File: config.mk
export PLATFORM = sky130hd
export DESIGN_NAME = decode_sequencer_flat
export DESIGN_NICKNAME = d
export VERILOG_FILES = /design/src/rtl/decode_sequencer_pkg.sv /design/src/rtl/decode_sequencer_if.sv /design/src/rtl/decode_sequencer_decode_logic.sv /design/src/rtl/decode_sequencer.sv /design/src/flat_wrapper.sv
export SDC_FILE = /design/constraint.sdc
export NUM_CORES = 1
export LEC_CHECK = 0
export CAP_MARGIN = 20
export CORE_MARGIN = 8
export CORE_UTILIZATION = 50
export DETAILED_ROUTE_END_ITERATION = 10
export GPL_ROUTABILITY_DRIVEN = 1
export PLACE_DENSITY = 0.86
export SLEW_MARGIN = 20
export SYNTH_ARGS = -nofsm -noshare
export SYNTH_HDL_FRONTEND = slang
export SYNTH_SLANG_ARGS = --single-unit
File: constraint.sdc
create_clock -name clk -period 5.15 [get_ports clk]
set_input_delay 1.03 -clock clk [delete_from_list [all_inputs] [get_ports clk]]
set_output_delay 1.03 -clock clk [all_outputs]
set_load 0.02 [all_outputs]
File: src/rtl/decode_sequencer_pkg.sv
// Shared definitions for the decode sequencer: RV32I/RV32M opcode, funct3
// and funct7 constants, ALU control codes, operand-select and access-size
// codes, the decoded-control bundle and the sequencer state type.
package decode_sequencer_pkg;

  // Major opcodes
  localparam logic [6:0] OPC_LUI    = 7'b0110111;
  localparam logic [6:0] OPC_AUIPC  = 7'b0010111;
  localparam logic [6:0] OPC_JAL    = 7'b1101111;
  localparam logic [6:0] OPC_JALR   = 7'b1100111;
  localparam logic [6:0] OPC_BRANCH = 7'b1100011;
  localparam logic [6:0] OPC_LOAD   = 7'b0000011;
  localparam logic [6:0] OPC_STORE  = 7'b0100011;
  localparam logic [6:0] OPC_OP_IMM = 7'b0010011;
  localparam logic [6:0] OPC_OP     = 7'b0110011;

  // funct3: ALU ops
  localparam logic [2:0] F3_ADD_SUB = 3'd0;
  localparam logic [2:0] F3_SLL     = 3'd1;
  localparam logic [2:0] F3_SLT     = 3'd2;
  localparam logic [2:0] F3_SLTU    = 3'd3;
  localparam logic [2:0] F3_XOR     = 3'd4;
  localparam logic [2:0] F3_SRL_SRA = 3'd5;
  localparam logic [2:0] F3_OR      = 3'd6;
  localparam logic [2:0] F3_AND     = 3'd7;

  // funct3: branches
  localparam logic [2:0] F3_BEQ  = 3'd0;
  localparam logic [2:0] F3_BNE  = 3'd1;
  localparam logic [2:0] F3_BLT  = 3'd4;
  localparam logic [2:0] F3_BGE  = 3'd5;
  localparam logic [2:0] F3_BLTU = 3'd6;
  localparam logic [2:0] F3_BGEU = 3'd7;

  // funct3: M-extension ops (bit 2 set selects the divider class)
  localparam logic [2:0] F3_MUL    = 3'd0;
  localparam logic [2:0] F3_MULH   = 3'd1;
  localparam logic [2:0] F3_MULHSU = 3'd2;
  localparam logic [2:0] F3_MULHU  = 3'd3;
  localparam logic [2:0] F3_DIV    = 3'd4;
  localparam logic [2:0] F3_DIVU   = 3'd5;
  localparam logic [2:0] F3_REM    = 3'd6;
  localparam logic [2:0] F3_REMU   = 3'd7;

  // funct7
  localparam logic [6:0] F7_BASE    = 7'b0000000;
  localparam logic [6:0] F7_ALT     = 7'b0100000;
  localparam logic [6:0] FUNCT7_MUL = 7'b0000001;

  // ALU control codes
  localparam logic [3:0] ALU_ADD  = 4'd0;
  localparam logic [3:0] ALU_SUB  = 4'd1;
  localparam logic [3:0] ALU_SLL  = 4'd2;
  localparam logic [3:0] ALU_SLT  = 4'd3;
  localparam logic [3:0] ALU_SLTU = 4'd4;
  localparam logic [3:0] ALU_XOR  = 4'd5;
  localparam logic [3:0] ALU_SRL  = 4'd6;
  localparam logic [3:0] ALU_SRA  = 4'd7;
  localparam logic [3:0] ALU_OR   = 4'd8;
  localparam logic [3:0] ALU_AND  = 4'd9;
  localparam logic [3:0] ALU_INC4 = 4'd10;  // A + 4, link address for jumps

  // Operand selects
  localparam logic [1:0] SRCA_RS1  = 2'd0;
  localparam logic [1:0] SRCA_PC   = 2'd1;
  localparam logic [1:0] SRCA_ZERO = 2'd2;
  localparam logic       SRCB_RS2  = 1'b0;
  localparam logic       SRCB_IMM  = 1'b1;

  // Memory access size
  localparam logic [1:0] SIZE_WORD = 2'd0;
  localparam logic [1:0] SIZE_HALF = 2'd1;
  localparam logic [1:0] SIZE_BYTE = 2'd2;

  // Immediate format one-hot {itype,stype,btype,utype,jtype}
  localparam logic [4:0] IMM_I = 5'b10000;
  localparam logic [4:0] IMM_S = 5'b01000;
  localparam logic [4:0] IMM_B = 5'b00100;
  localparam logic [4:0] IMM_U = 5'b00010;
  localparam logic [4:0] IMM_J = 5'b00001;

  typedef struct packed {
    logic [3:0] aluctrl;
    logic [1:0] alusrca;
    logic       alusrcb;
    logic       memwrite;
    logic [1:0] lwhb;
    logic [1:0] swhb;
    logic       lunsigned;
    logic       memtoreg;
    logic       regwrite;
    logic [4:0] rd;
    logic [2:0] mdu_op;
    logic       mdu_en;
    logic       illegal;
  } ctrl_t;

  typedef enum logic {RUN, MDU_WAIT} state_e;

  // ALU code for OP / OP-IMM; alt selects SUB/SRA
  function automatic logic [3:0] alu_from_f3(input logic [2:0] f3, input logic alt);
    case (f3)
      F3_ADD_SUB: return alt ? ALU_SUB : ALU_ADD;
      F3_SLL:     return ALU_SLL;
      F3_SLT:     return ALU_SLT;
      F3_SLTU:    return ALU_SLTU;
      F3_XOR:     return ALU_XOR;
      F3_SRL_SRA: return alt ? ALU_SRA : ALU_SRL;
      F3_OR:      return ALU_OR;
      default:    return ALU_AND;
    endcase
  endfunction

endpackage

File: src/rtl/decode_sequencer_if.sv
// ID/EX handshake bundle of the decode sequencer.
// master: instruction source / pipeline driving ID inputs and ex_ready.
// slave : the decode sequencer producing id_ready, pcsrc, immctrl and EX controls.
interface decode_sequencer_if;
  logic [31:0] instr;
  logic        id_valid;
  logic        zero;
  logic        lt;
  logic        flush;
  logic        ex_ready;
  logic        id_ready;
  logic        pcsrc;
  logic [4:0]  immctrl;
  logic        ex_valid;
  logic [3:0]  ex_aluctrl;
  logic [1:0]  ex_alusrca;
  logic        ex_alusrcb;
  logic        ex_memwrite;
  logic [1:0]  ex_lwhb;
  logic [1:0]  ex_swhb;
  logic        ex_lunsigned;
  logic        ex_memtoreg;
  logic        ex_regwrite;
  logic [4:0]  ex_rd;
  logic [2:0]  ex_mdu_op;
  logic        ex_mdu_en;
  logic        ex_mdu_start;
  logic        mdu_busy;
  logic        ex_illegal;

  modport master (
    output instr, id_valid, zero, lt, flush, ex_ready,
    input  id_ready, pcsrc, immctrl, ex_valid, ex_aluctrl, ex_alusrca, ex_alusrcb,
           ex_memwrite, ex_lwhb, ex_swhb, ex_lunsigned, ex_memtoreg, ex_regwrite,
           ex_rd, ex_mdu_op, ex_mdu_en, ex_mdu_start, mdu_busy, ex_illegal
  );

  modport slave (
    input  instr, id_valid, zero, lt, flush, ex_ready,
    output id_ready, pcsrc, immctrl, ex_valid, ex_aluctrl, ex_alusrca, ex_alusrcb,
           ex_memwrite, ex_lwhb, ex_swhb, ex_lunsigned, ex_memtoreg, ex_regwrite,
           ex_rd, ex_mdu_op, ex_mdu_en, ex_mdu_start, mdu_busy, ex_illegal
  );
endinterface

File: src/rtl/decode_sequencer_decode_logic.sv
// decode_logic: purely combinational RV32I(+M) decoder.
// Ports: instr (ID word), zero/lt (comparator results) in;
//        ctrl (decoded EX controls), immctrl, uses_rs1/uses_rs2 (for hazard
//        detection) and branch_taken (unqualified) out.
module decode_logic
  import decode_sequencer_pkg::*;
#(
  parameter bit ENABLE_M = 1'b1
) (
  input  logic [31:0] instr,
  input  logic        zero,
  input  logic        lt,
  output ctrl_t       ctrl,
  output logic [4:0]  immctrl,
  output logic        uses_rs1,
  output logic        uses_rs2,
  output logic        branch_taken
);
  logic [6:0] opcode;
  logic [2:0] f3;
  logic [6:0] f7;
  logic       legal;

  assign opcode = instr[6:0];
  assign f3     = instr[14:12];
  assign f7     = instr[31:25];

  always_comb begin
    ctrl         = '0;
    ctrl.rd      = instr[11:7];
    immctrl      = '0;
    uses_rs1     = 1'b0;
    uses_rs2     = 1'b0;
    branch_taken = 1'b0;
    legal        = 1'b0;
    case (opcode)
      OPC_LUI: begin
        legal = 1'b1; ctrl.regwrite = 1'b1; immctrl = IMM_U;
        ctrl.alusrca = SRCA_ZERO; ctrl.alusrcb = SRCB_IMM;
      end
      OPC_AUIPC: begin
        legal = 1'b1; ctrl.regwrite = 1'b1; immctrl = IMM_U;
        ctrl.alusrca = SRCA_PC; ctrl.alusrcb = SRCB_IMM;
      end
      OPC_JAL: begin
        legal = 1'b1; ctrl.regwrite = 1'b1; immctrl = IMM_J;
        ctrl.alusrca = SRCA_PC; ctrl.aluctrl = ALU_INC4; branch_taken = 1'b1;
      end
      OPC_JALR: begin
        legal = (f3 == 3'd0); ctrl.regwrite = 1'b1; immctrl = IMM_I; uses_rs1 = 1'b1;
        ctrl.alusrca = SRCA_PC; ctrl.aluctrl = ALU_INC4; branch_taken = 1'b1;
      end
      OPC_BRANCH: begin
        legal = 1'b1; immctrl = IMM_B; uses_rs1 = 1'b1; uses_rs2 = 1'b1;
        ctrl.aluctrl = ALU_SUB;
        // The ID comparator delivers lt with the signedness of this funct3.
        case (f3)
          F3_BEQ:           branch_taken = zero;
          F3_BNE:           branch_taken = !zero;
          F3_BLT, F3_BLTU:  branch_taken = lt;
          F3_BGE, F3_BGEU:  branch_taken = !lt;
          default:          legal = 1'b0;
        endcase
      end
      OPC_LOAD: begin
        legal = 1'b1; immctrl = IMM_I; uses_rs1 = 1'b1; ctrl.alusrcb = SRCB_IMM;
        ctrl.memtoreg = 1'b1; ctrl.regwrite = 1'b1;
        case (f3)
          3'd0:    ctrl.lwhb = SIZE_BYTE;
          3'd1:    ctrl.lwhb = SIZE_HALF;
          3'd2:    ctrl.lwhb = SIZE_WORD;
          3'd4:    begin ctrl.lwhb = SIZE_BYTE; ctrl.lunsigned = 1'b1; end
          3'd5:    begin ctrl.lwhb = SIZE_HALF; ctrl.lunsigned = 1'b1; end
          default: legal = 1'b0;
        endcase
      end
      OPC_STORE: begin
        legal = 1'b1; immctrl = IMM_S; uses_rs1 = 1'b1; uses_rs2 = 1'b1;
        ctrl.alusrcb = SRCB_IMM; ctrl.memwrite = 1'b1;
        case (f3)
          3'd0:    ctrl.swhb = SIZE_BYTE;
          3'd1:    ctrl.swhb = SIZE_HALF;
          3'd2:    ctrl.swhb = SIZE_WORD;
          default: legal = 1'b0;
        endcase
      end
      OPC_OP_IMM: begin
        immctrl = IMM_I; uses_rs1 = 1'b1; ctrl.alusrcb = SRCB_IMM; ctrl.regwrite = 1'b1;
        // Only shift-immediates constrain the upper bits; SRAI uses funct7 bit 5.
        if (f3 == F3_SLL)          legal = (f7 == F7_BASE);
        else if (f3 == F3_SRL_SRA) legal = (f7 == F7_BASE) || (f7 == F7_ALT);
        else                       legal = 1'b1;
        ctrl.aluctrl = alu_from_f3(f3, (f3 == F3_SRL_SRA) && f7[5]);
      end
      OPC_OP: begin
        uses_rs1 = 1'b1; uses_rs2 = 1'b1; ctrl.regwrite = 1'b1;
        if (f7 == FUNCT7_MUL) begin
          legal       = ENABLE_M;
          ctrl.mdu_en = ENABLE_M;
          ctrl.mdu_op = f3;
        end else if (f7 == F7_BASE) begin
          legal = 1'b1;
          ctrl.aluctrl = alu_from_f3(f3, 1'b0);
        end else if (f7 == F7_ALT) begin
          legal = (f3 == F3_ADD_SUB) || (f3 == F3_SRL_SRA);
          ctrl.aluctrl = alu_from_f3(f3, 1'b1);
        end
      end
      default: legal = 1'b0;
    endcase

    // Illegal words must have no architectural side effect and read no registers.
    if (!legal) begin
      ctrl.illegal  = 1'b1;
      ctrl.regwrite = 1'b0;
      ctrl.memwrite = 1'b0;
      ctrl.memtoreg = 1'b0;
      ctrl.mdu_en   = 1'b0;
      uses_rs1      = 1'b0;
      uses_rs2      = 1'b0;
      branch_taken  = 1'b0;
    end
  end
endmodule

File: src/rtl/decode_sequencer.sv
// decode_sequencer: ID-stage handshake, load-use interlock, multi-cycle
// M-op sequencing (RUN / MDU_WAIT) and the registered EX control stage.
// Ports: clk, reset (async, active-high), bus (decode_sequencer_if.slave)
// carrying the ID inputs, ex_ready, and all ID/EX outputs.
module decode_sequencer
  import decode_sequencer_pkg::*;
#(
  parameter int DIV_CYCLES = 32,   // 2..64
  parameter int MUL_CYCLES = 1,    // 1..8
  parameter bit ENABLE_M   = 1'b1
) (
  input  logic               clk,
  input  logic               reset,
  decode_sequencer_if.slave  bus
);
  // Sized for the divider latency; MUL_CYCLES is expected not to exceed DIV_CYCLES.
  localparam int CNT_W = $clog2(DIV_CYCLES + 1);
  localparam logic [CNT_W-1:0] DIV_LOAD = CNT_W'(DIV_CYCLES - 1);
  localparam logic [CNT_W-1:0] MUL_LOAD = CNT_W'(MUL_CYCLES - 1);

  ctrl_t            dec_ctrl;
  logic [4:0]       dec_immctrl;
  logic             uses_rs1, uses_rs2, branch_taken;
  ctrl_t            ex_ctrl_reg;
  logic             ex_valid_reg;
  logic             ex_mdu_start_reg;
  state_e           state_reg;
  logic [CNT_W-1:0] cnt_reg;
  logic             load_use, id_ready, accept, long_mdu;
  logic [CNT_W-1:0] mdu_load;

  decode_logic #(.ENABLE_M(ENABLE_M)) u_decode (
    .instr        (bus.instr),
    .zero         (bus.zero),
    .lt           (bus.lt),
    .ctrl         (dec_ctrl),
    .immctrl      (dec_immctrl),
    .uses_rs1     (uses_rs1),
    .uses_rs2     (uses_rs2),
    .branch_taken (branch_taken)
  );

  assign load_use = ex_valid_reg && ex_ctrl_reg.memtoreg && (ex_ctrl_reg.rd != 5'd0) &&
                    ((uses_rs1 && (ex_ctrl_reg.rd == bus.instr[19:15])) ||
                     (uses_rs2 && (ex_ctrl_reg.rd == bus.instr[24:20])));
  assign id_ready = (state_reg == RUN) && (!ex_valid_reg || bus.ex_ready) &&
                    !load_use && !bus.flush;
  assign accept   = bus.id_valid && id_ready;
  // funct3 bit 2 distinguishes DIV/DIVU/REM/REMU from the multiplies.
  assign mdu_load = dec_ctrl.mdu_op[2] ? DIV_LOAD : MUL_LOAD;
  assign long_mdu = dec_ctrl.mdu_en && (mdu_load != '0);

  always_ff @(posedge clk or posedge reset) begin
    if (reset) begin
      state_reg        <= RUN;
      cnt_reg          <= '0;
      ex_valid_reg     <= 1'b0;
      ex_mdu_start_reg <= 1'b0;
      ex_ctrl_reg      <= '0;
    end else begin
      // Start is a single-cycle pulse even if EX stalls the op afterwards.
      ex_mdu_start_reg <= 1'b0;
      if (bus.flush) begin
        state_reg           <= RUN;
        cnt_reg             <= '0;
        ex_valid_reg        <= 1'b0;
        ex_ctrl_reg.illegal <= 1'b0;
      end else if (state_reg == MDU_WAIT) begin
        // The M-op sits in EX invisible until its latency has elapsed.
        if (cnt_reg <= CNT_W'(1)) begin
          state_reg    <= RUN;
          cnt_reg      <= '0;
          ex_valid_reg <= 1'b1;
        end else begin
          cnt_reg <= cnt_reg - CNT_W'(1);
        end
      end else if (accept) begin
        ex_ctrl_reg      <= dec_ctrl;
        ex_mdu_start_reg <= dec_ctrl.mdu_en;
        if (long_mdu) begin
          state_reg    <= MDU_WAIT;
          cnt_reg      <= mdu_load;
          ex_valid_reg <= 1'b0;
        end else begin
          ex_valid_reg <= 1'b1;
        end
      end else if (bus.ex_ready) begin
        ex_valid_reg <= 1'b0;
      end
    end
  end

  assign bus.id_ready     = id_ready;
  assign bus.pcsrc        = branch_taken && accept;
  assign bus.immctrl      = dec_immctrl;
  assign bus.ex_valid     = ex_valid_reg;
  assign bus.ex_aluctrl   = ex_ctrl_reg.aluctrl;
  assign bus.ex_alusrca   = ex_ctrl_reg.alusrca;
  assign bus.ex_alusrcb   = ex_ctrl_reg.alusrcb;
  assign bus.ex_memwrite  = ex_ctrl_reg.memwrite;
  assign bus.ex_lwhb      = ex_ctrl_reg.lwhb;
  assign bus.ex_swhb      = ex_ctrl_reg.swhb;
  assign bus.ex_lunsigned = ex_ctrl_reg.lunsigned;
  assign bus.ex_memtoreg  = ex_ctrl_reg.memtoreg;
  assign bus.ex_regwrite  = ex_ctrl_reg.regwrite;
  assign bus.ex_rd        = ex_ctrl_reg.rd;
  assign bus.ex_mdu_op    = ex_ctrl_reg.mdu_op;
  assign bus.ex_mdu_en    = ex_ctrl_reg.mdu_en;
  assign bus.ex_mdu_start = ex_mdu_start_reg;
  assign bus.mdu_busy     = (state_reg == MDU_WAIT);
  assign bus.ex_illegal   = ex_ctrl_reg.illegal;
endmodule
File: src/flat_wrapper.sv
// flat-port wrapper written by rule: the top's interface ports become plain ports
module decode_sequencer_flat import decode_sequencer_pkg::*;
#(
  parameter int DIV_CYCLES = 32,           
  parameter int MUL_CYCLES = 1,           
  parameter bit ENABLE_M   = 1'b1
)
  (clk, reset, bus_instr, bus_id_valid, bus_zero, bus_lt, bus_flush, bus_ex_ready, bus_id_ready, bus_pcsrc, bus_immctrl, bus_ex_valid, bus_ex_aluctrl, bus_ex_alusrca, bus_ex_alusrcb, bus_ex_memwrite, bus_ex_lwhb, bus_ex_swhb, bus_ex_lunsigned, bus_ex_memtoreg, bus_ex_regwrite, bus_ex_rd, bus_ex_mdu_op, bus_ex_mdu_en, bus_ex_mdu_start, bus_mdu_busy, bus_ex_illegal);
  decode_sequencer_if bus_i ();
  input  logic clk;
  input  logic reset;
  input wire logic [$bits(bus_i.instr)-1:0] bus_instr;
  input wire logic [$bits(bus_i.id_valid)-1:0] bus_id_valid;
  input wire logic [$bits(bus_i.zero)-1:0] bus_zero;
  input wire logic [$bits(bus_i.lt)-1:0] bus_lt;
  input wire logic [$bits(bus_i.flush)-1:0] bus_flush;
  input wire logic [$bits(bus_i.ex_ready)-1:0] bus_ex_ready;
  output wire logic [$bits(bus_i.id_ready)-1:0] bus_id_ready;
  output wire logic [$bits(bus_i.pcsrc)-1:0] bus_pcsrc;
  output wire logic [$bits(bus_i.immctrl)-1:0] bus_immctrl;
  output wire logic [$bits(bus_i.ex_valid)-1:0] bus_ex_valid;
  output wire logic [$bits(bus_i.ex_aluctrl)-1:0] bus_ex_aluctrl;
  output wire logic [$bits(bus_i.ex_alusrca)-1:0] bus_ex_alusrca;
  output wire logic [$bits(bus_i.ex_alusrcb)-1:0] bus_ex_alusrcb;
  output wire logic [$bits(bus_i.ex_memwrite)-1:0] bus_ex_memwrite;
  output wire logic [$bits(bus_i.ex_lwhb)-1:0] bus_ex_lwhb;
  output wire logic [$bits(bus_i.ex_swhb)-1:0] bus_ex_swhb;
  output wire logic [$bits(bus_i.ex_lunsigned)-1:0] bus_ex_lunsigned;
  output wire logic [$bits(bus_i.ex_memtoreg)-1:0] bus_ex_memtoreg;
  output wire logic [$bits(bus_i.ex_regwrite)-1:0] bus_ex_regwrite;
  output wire logic [$bits(bus_i.ex_rd)-1:0] bus_ex_rd;
  output wire logic [$bits(bus_i.ex_mdu_op)-1:0] bus_ex_mdu_op;
  output wire logic [$bits(bus_i.ex_mdu_en)-1:0] bus_ex_mdu_en;
  output wire logic [$bits(bus_i.ex_mdu_start)-1:0] bus_ex_mdu_start;
  output wire logic [$bits(bus_i.mdu_busy)-1:0] bus_mdu_busy;
  output wire logic [$bits(bus_i.ex_illegal)-1:0] bus_ex_illegal;
  assign bus_i.instr = bus_instr;
  assign bus_i.id_valid = bus_id_valid;
  assign bus_i.zero = bus_zero;
  assign bus_i.lt = bus_lt;
  assign bus_i.flush = bus_flush;
  assign bus_i.ex_ready = bus_ex_ready;
  assign bus_id_ready = bus_i.id_ready;
  assign bus_pcsrc = bus_i.pcsrc;
  assign bus_immctrl = bus_i.immctrl;
  assign bus_ex_valid = bus_i.ex_valid;
  assign bus_ex_aluctrl = bus_i.ex_aluctrl;
  assign bus_ex_alusrca = bus_i.ex_alusrca;
  assign bus_ex_alusrcb = bus_i.ex_alusrcb;
  assign bus_ex_memwrite = bus_i.ex_memwrite;
  assign bus_ex_lwhb = bus_i.ex_lwhb;
  assign bus_ex_swhb = bus_i.ex_swhb;
  assign bus_ex_lunsigned = bus_i.ex_lunsigned;
  assign bus_ex_memtoreg = bus_i.ex_memtoreg;
  assign bus_ex_regwrite = bus_i.ex_regwrite;
  assign bus_ex_rd = bus_i.ex_rd;
  assign bus_ex_mdu_op = bus_i.ex_mdu_op;
  assign bus_ex_mdu_en = bus_i.ex_mdu_en;
  assign bus_ex_mdu_start = bus_i.ex_mdu_start;
  assign bus_mdu_busy = bus_i.mdu_busy;
  assign bus_ex_illegal = bus_i.ex_illegal;
  decode_sequencer #(.DIV_CYCLES(DIV_CYCLES), .MUL_CYCLES(MUL_CYCLES), .ENABLE_M(ENABLE_M)) u_core (.clk(clk), .reset(reset), .bus(bus_i));
endmodule
==> metrics.cfg <==
[synthesis]
netlist_area_um2 = 2210
synth_ff_type = dfrtp_1
synthDistinctLibCells = 54
synth_seq_area_share_pct = 38.5
postSynthAreaPerCell_um2 = 9.96
yosysMostFrequentCell = dfrtp_1
synth_edf_count = 0
synth_top_area_cell = dfrtp_1
async_reset_ff_share_pct = 100
synthCells = 222
synth_nets = 263
ys_ff_latch = 34
synth.top_cell.area_share_pct = 38.5
ys_warn_count = 0
synth_commonest_cells = dfrtp_1 (34), nor2_1 (21), o21ai_0 (13), nand2_1 (12), nor3_1 (10)
netlist_top_cells_area = dfrtp_1 (38%), mux2_4 (6.1%), mux2_2 (4.1%), nor2_1 (3.6%), o21ai_0 (2.9%)

[floorplan]
die_w_um = 82.5
core.rowCount = 24
dieArea_um2 = 6810
ios = 74
start_util_pct = 51.5
core_um2 = 4290
die_h_um = 82.5

[clocking]
cts.repair.resized = 0
htree_num_levels = 2
cts.path.max_buffers = 2
hold_buffers = 0
numCtsBuffers = 5
cts_tree = done
cts.sink_count = 34
clk_latency_ns = 0.29
cts_setup_buffers = 0
clkTransAtPathRegs_ns = 0.07
root_buffer = clkbuf_8

[routing]
dr.first_iter.drc_count = 117
drc_errors = 0
num_vias = 1980
drtPass1Iterations = 4
ant_nets = 0
routed_wl_um = 5920
routedWlPerCell_um = 16.8
post_drt_via_cell_ratio = 5.63

[grt]
gr-usage-met3_pct = 7.25
grt_pass1_wl_um = 9960
grtUsageTotal_pct = 18.8
antenna_found_initial = 0
use_met1_pct = 22.6
grt_pass1_vias = 2103
top_usage_layer = met2
globalRouteOverflowTotal = 0
grtUsageMet2_pct = 30.3
grt_start_max_net_pins = 35

[timing]
fin_ws_ns = 0.434
final_hold_viol_count = 0
worstMarginPinSlew_ns = 0.508
clock_skew_ns = 0.00502
max_freq_ghz = 0.212
max-slew-margin-rel_pct = 65.3
drv_slew = 0
fin_crit_sh_pct = 91.6
finalSetupTns_ns = 0
setup_violations = 0
rsz0062_at_grt = no
fin_crit_ns = 4.72

[pwr]
ir_worst_vdd_mv = 0.130
p_clk_share_pct = 31.1
seq_power_share_pct = 44.0
netSwitchingFraction_pct = 28.9
intPower_w = 0.000475
static-leakage-power_nw = 1.27
p_switching_w = 0.000193
power_frac_comb_pct = 24.9
power-per-cell-area_nw_per_um2 = 216

[placement]
gp_congestion = 0.899
dp_slack_ns = 0.484
portBuffers = 73
hpwl_um = 4600

[setup_path]
crit_path_max_fanout = 14
cpMostUsedCell = clkdlybuf4s50_1
cpMaxStageDelayCell = clkdlybuf4s50_1
worstSetupPathType = input pin to primary output
worstReg2RegStart = u_core.bus.ex_rd[1]
crit_path_cell_trace = clkdlybuf4s50_1 > nand3b_1 > nor2_1 > o21ai_0 > o2111ai_4 > nor3b_1 > clkdlybuf4s50_1
rrSetupSlack_ns = 2.91
critPathLaunchType = input pin
max_stage_delay_ns = 0.76
cp.required_ns = 4.12
r2r_cells = 8
cp-end-kind = primary output
worstReg2RegEnd = u_core.bus.ex_alusrcb
worstPathArrival_ns = 3.69

[worst_hold_path]
min_to = u_core.bus.ex_mdu_op[2]
min_path_cells = 1
hp-class = flip-flop to flip-flop
hold_path.startpoint = u_core.bus.ex_mdu_op[2]

[final_layout]
largest_register_ffs = 6
layout.nets = 340
fillers = 317
area_delta_synth_final_pct = 39.6
drive_above_1_share_pct = 13.7
antennaDiodeCount = 0

[run]
drv_cap = 0

[run_status]
run_status = completed

## how the worst max path moves through the flow
stage                       start         to  slack [ns]  depth (start not counted)
floorplan           bus_instr[29]  bus_pcsrc        1.52                          5
global placement    bus_instr[13]  bus_pcsrc        0.57                          7
detailed placement   bus_instr[5]  bus_pcsrc        0.48                          7
CTS                  bus_instr[5]  bus_pcsrc        0.46                          7
global route         bus_instr[5]  bus_pcsrc        0.26                          7
finish               bus_instr[5]  bus_pcsrc        0.43                          7
## routing by layer
layer  share of wire [%]  wire [um]
met1                  42       2490
met2                  48       2840
met3                 8.3        492
met4                 1.8        106
met5                   0          0
## worst max-delay path: cells and delay by family
family	cells	cell delay, ns
AO/OA/AOI/OAI	2	0.41
AND/OR/NAND/NOR	3	0.81
buffers and inverters	2	1.42
## cells by family after synthesis
family	synth area share [%]
flops	38.5
compound gates	16.4
buf+inv	4.98
fa+ha+maj	1.13
mux	12.9
simple gates	20.9
xor+xnor	5.15
## layout by cell type (no fill, tap or decap), types with 4 or more instances in the layout
| master | count |
|---|---|
| clkdlybuf4s50_1 | 73 |
| a21oi_1 | 7 |
| dfrtp_1 | 34 |
| xor2_1 | 7 |
| nor2_1 | 21 |
| buf_4 | 8 |
| and2_1 | 5 |
| mux2_4 | 9 |
| o21ai_0 | 13 |
| clkbuf_8 | 6 |
| inv_1 | 9 |
| nand2_1 | 12 |
| mux2_2 | 8 |
| a21boi_0 | 4 |
| nand2b_1 | 6 |
| nand3b_1 | 5 |
| mux2i_1 | 6 |
| nor3_1 | 10 |
| xnor2_1 | 6 |
## area by class of cell
type / count / area (um^2) / share of cell area (%)
clock buffer: 6 / 82.6 / 2.68
clock inverter: 2 / 12.5 / 0.406
inverter: 9 / 33.8 / 1.09
multi-input combinational: 168 / 1250 / 40.5
sequential: 34 / 851 / 27.6
tap: 52 / 65.1 / 2.11
timing repair buffer: 81 / 791 / 25.6
## power groups by stage
stage               registers (W)  clock network [W]  logic [W]
finish                   0.000294           0.000208   0.000166
global route             0.000295           0.000221   0.000178
floorplan                0.000308                  0  0.0000824
detailed placement       0.000298                  0   0.000167
global placement         0.000298                  0   0.000163
CTS                      0.000293           0.000209   0.000167
## through the flow
| stage | power (W) | utilization, % | cells | instance area (um^2) | hold slack, ns |
|---|---|---|---|---|---|
| final | 0.000667 | 71.9 | 352 | 3090 | 0.492 |
| after global routing | 0.000694 | 71.9 | 352 | 3090 | 0.514 |
| after CTS | 0.000669 | 71.9 | 352 | 3090 | 0.498 |
| after detailed placement | 0.000465 | 69.6 | 344 | 2990 | 0.483 |
| after global placement | 0.000461 | 69.6 | 344 | 2990 | 0.480 |
| after floorplan | 0.000391 | - | 222 | 2210 | 0.545 |
(Power assumes the default switching activity.)
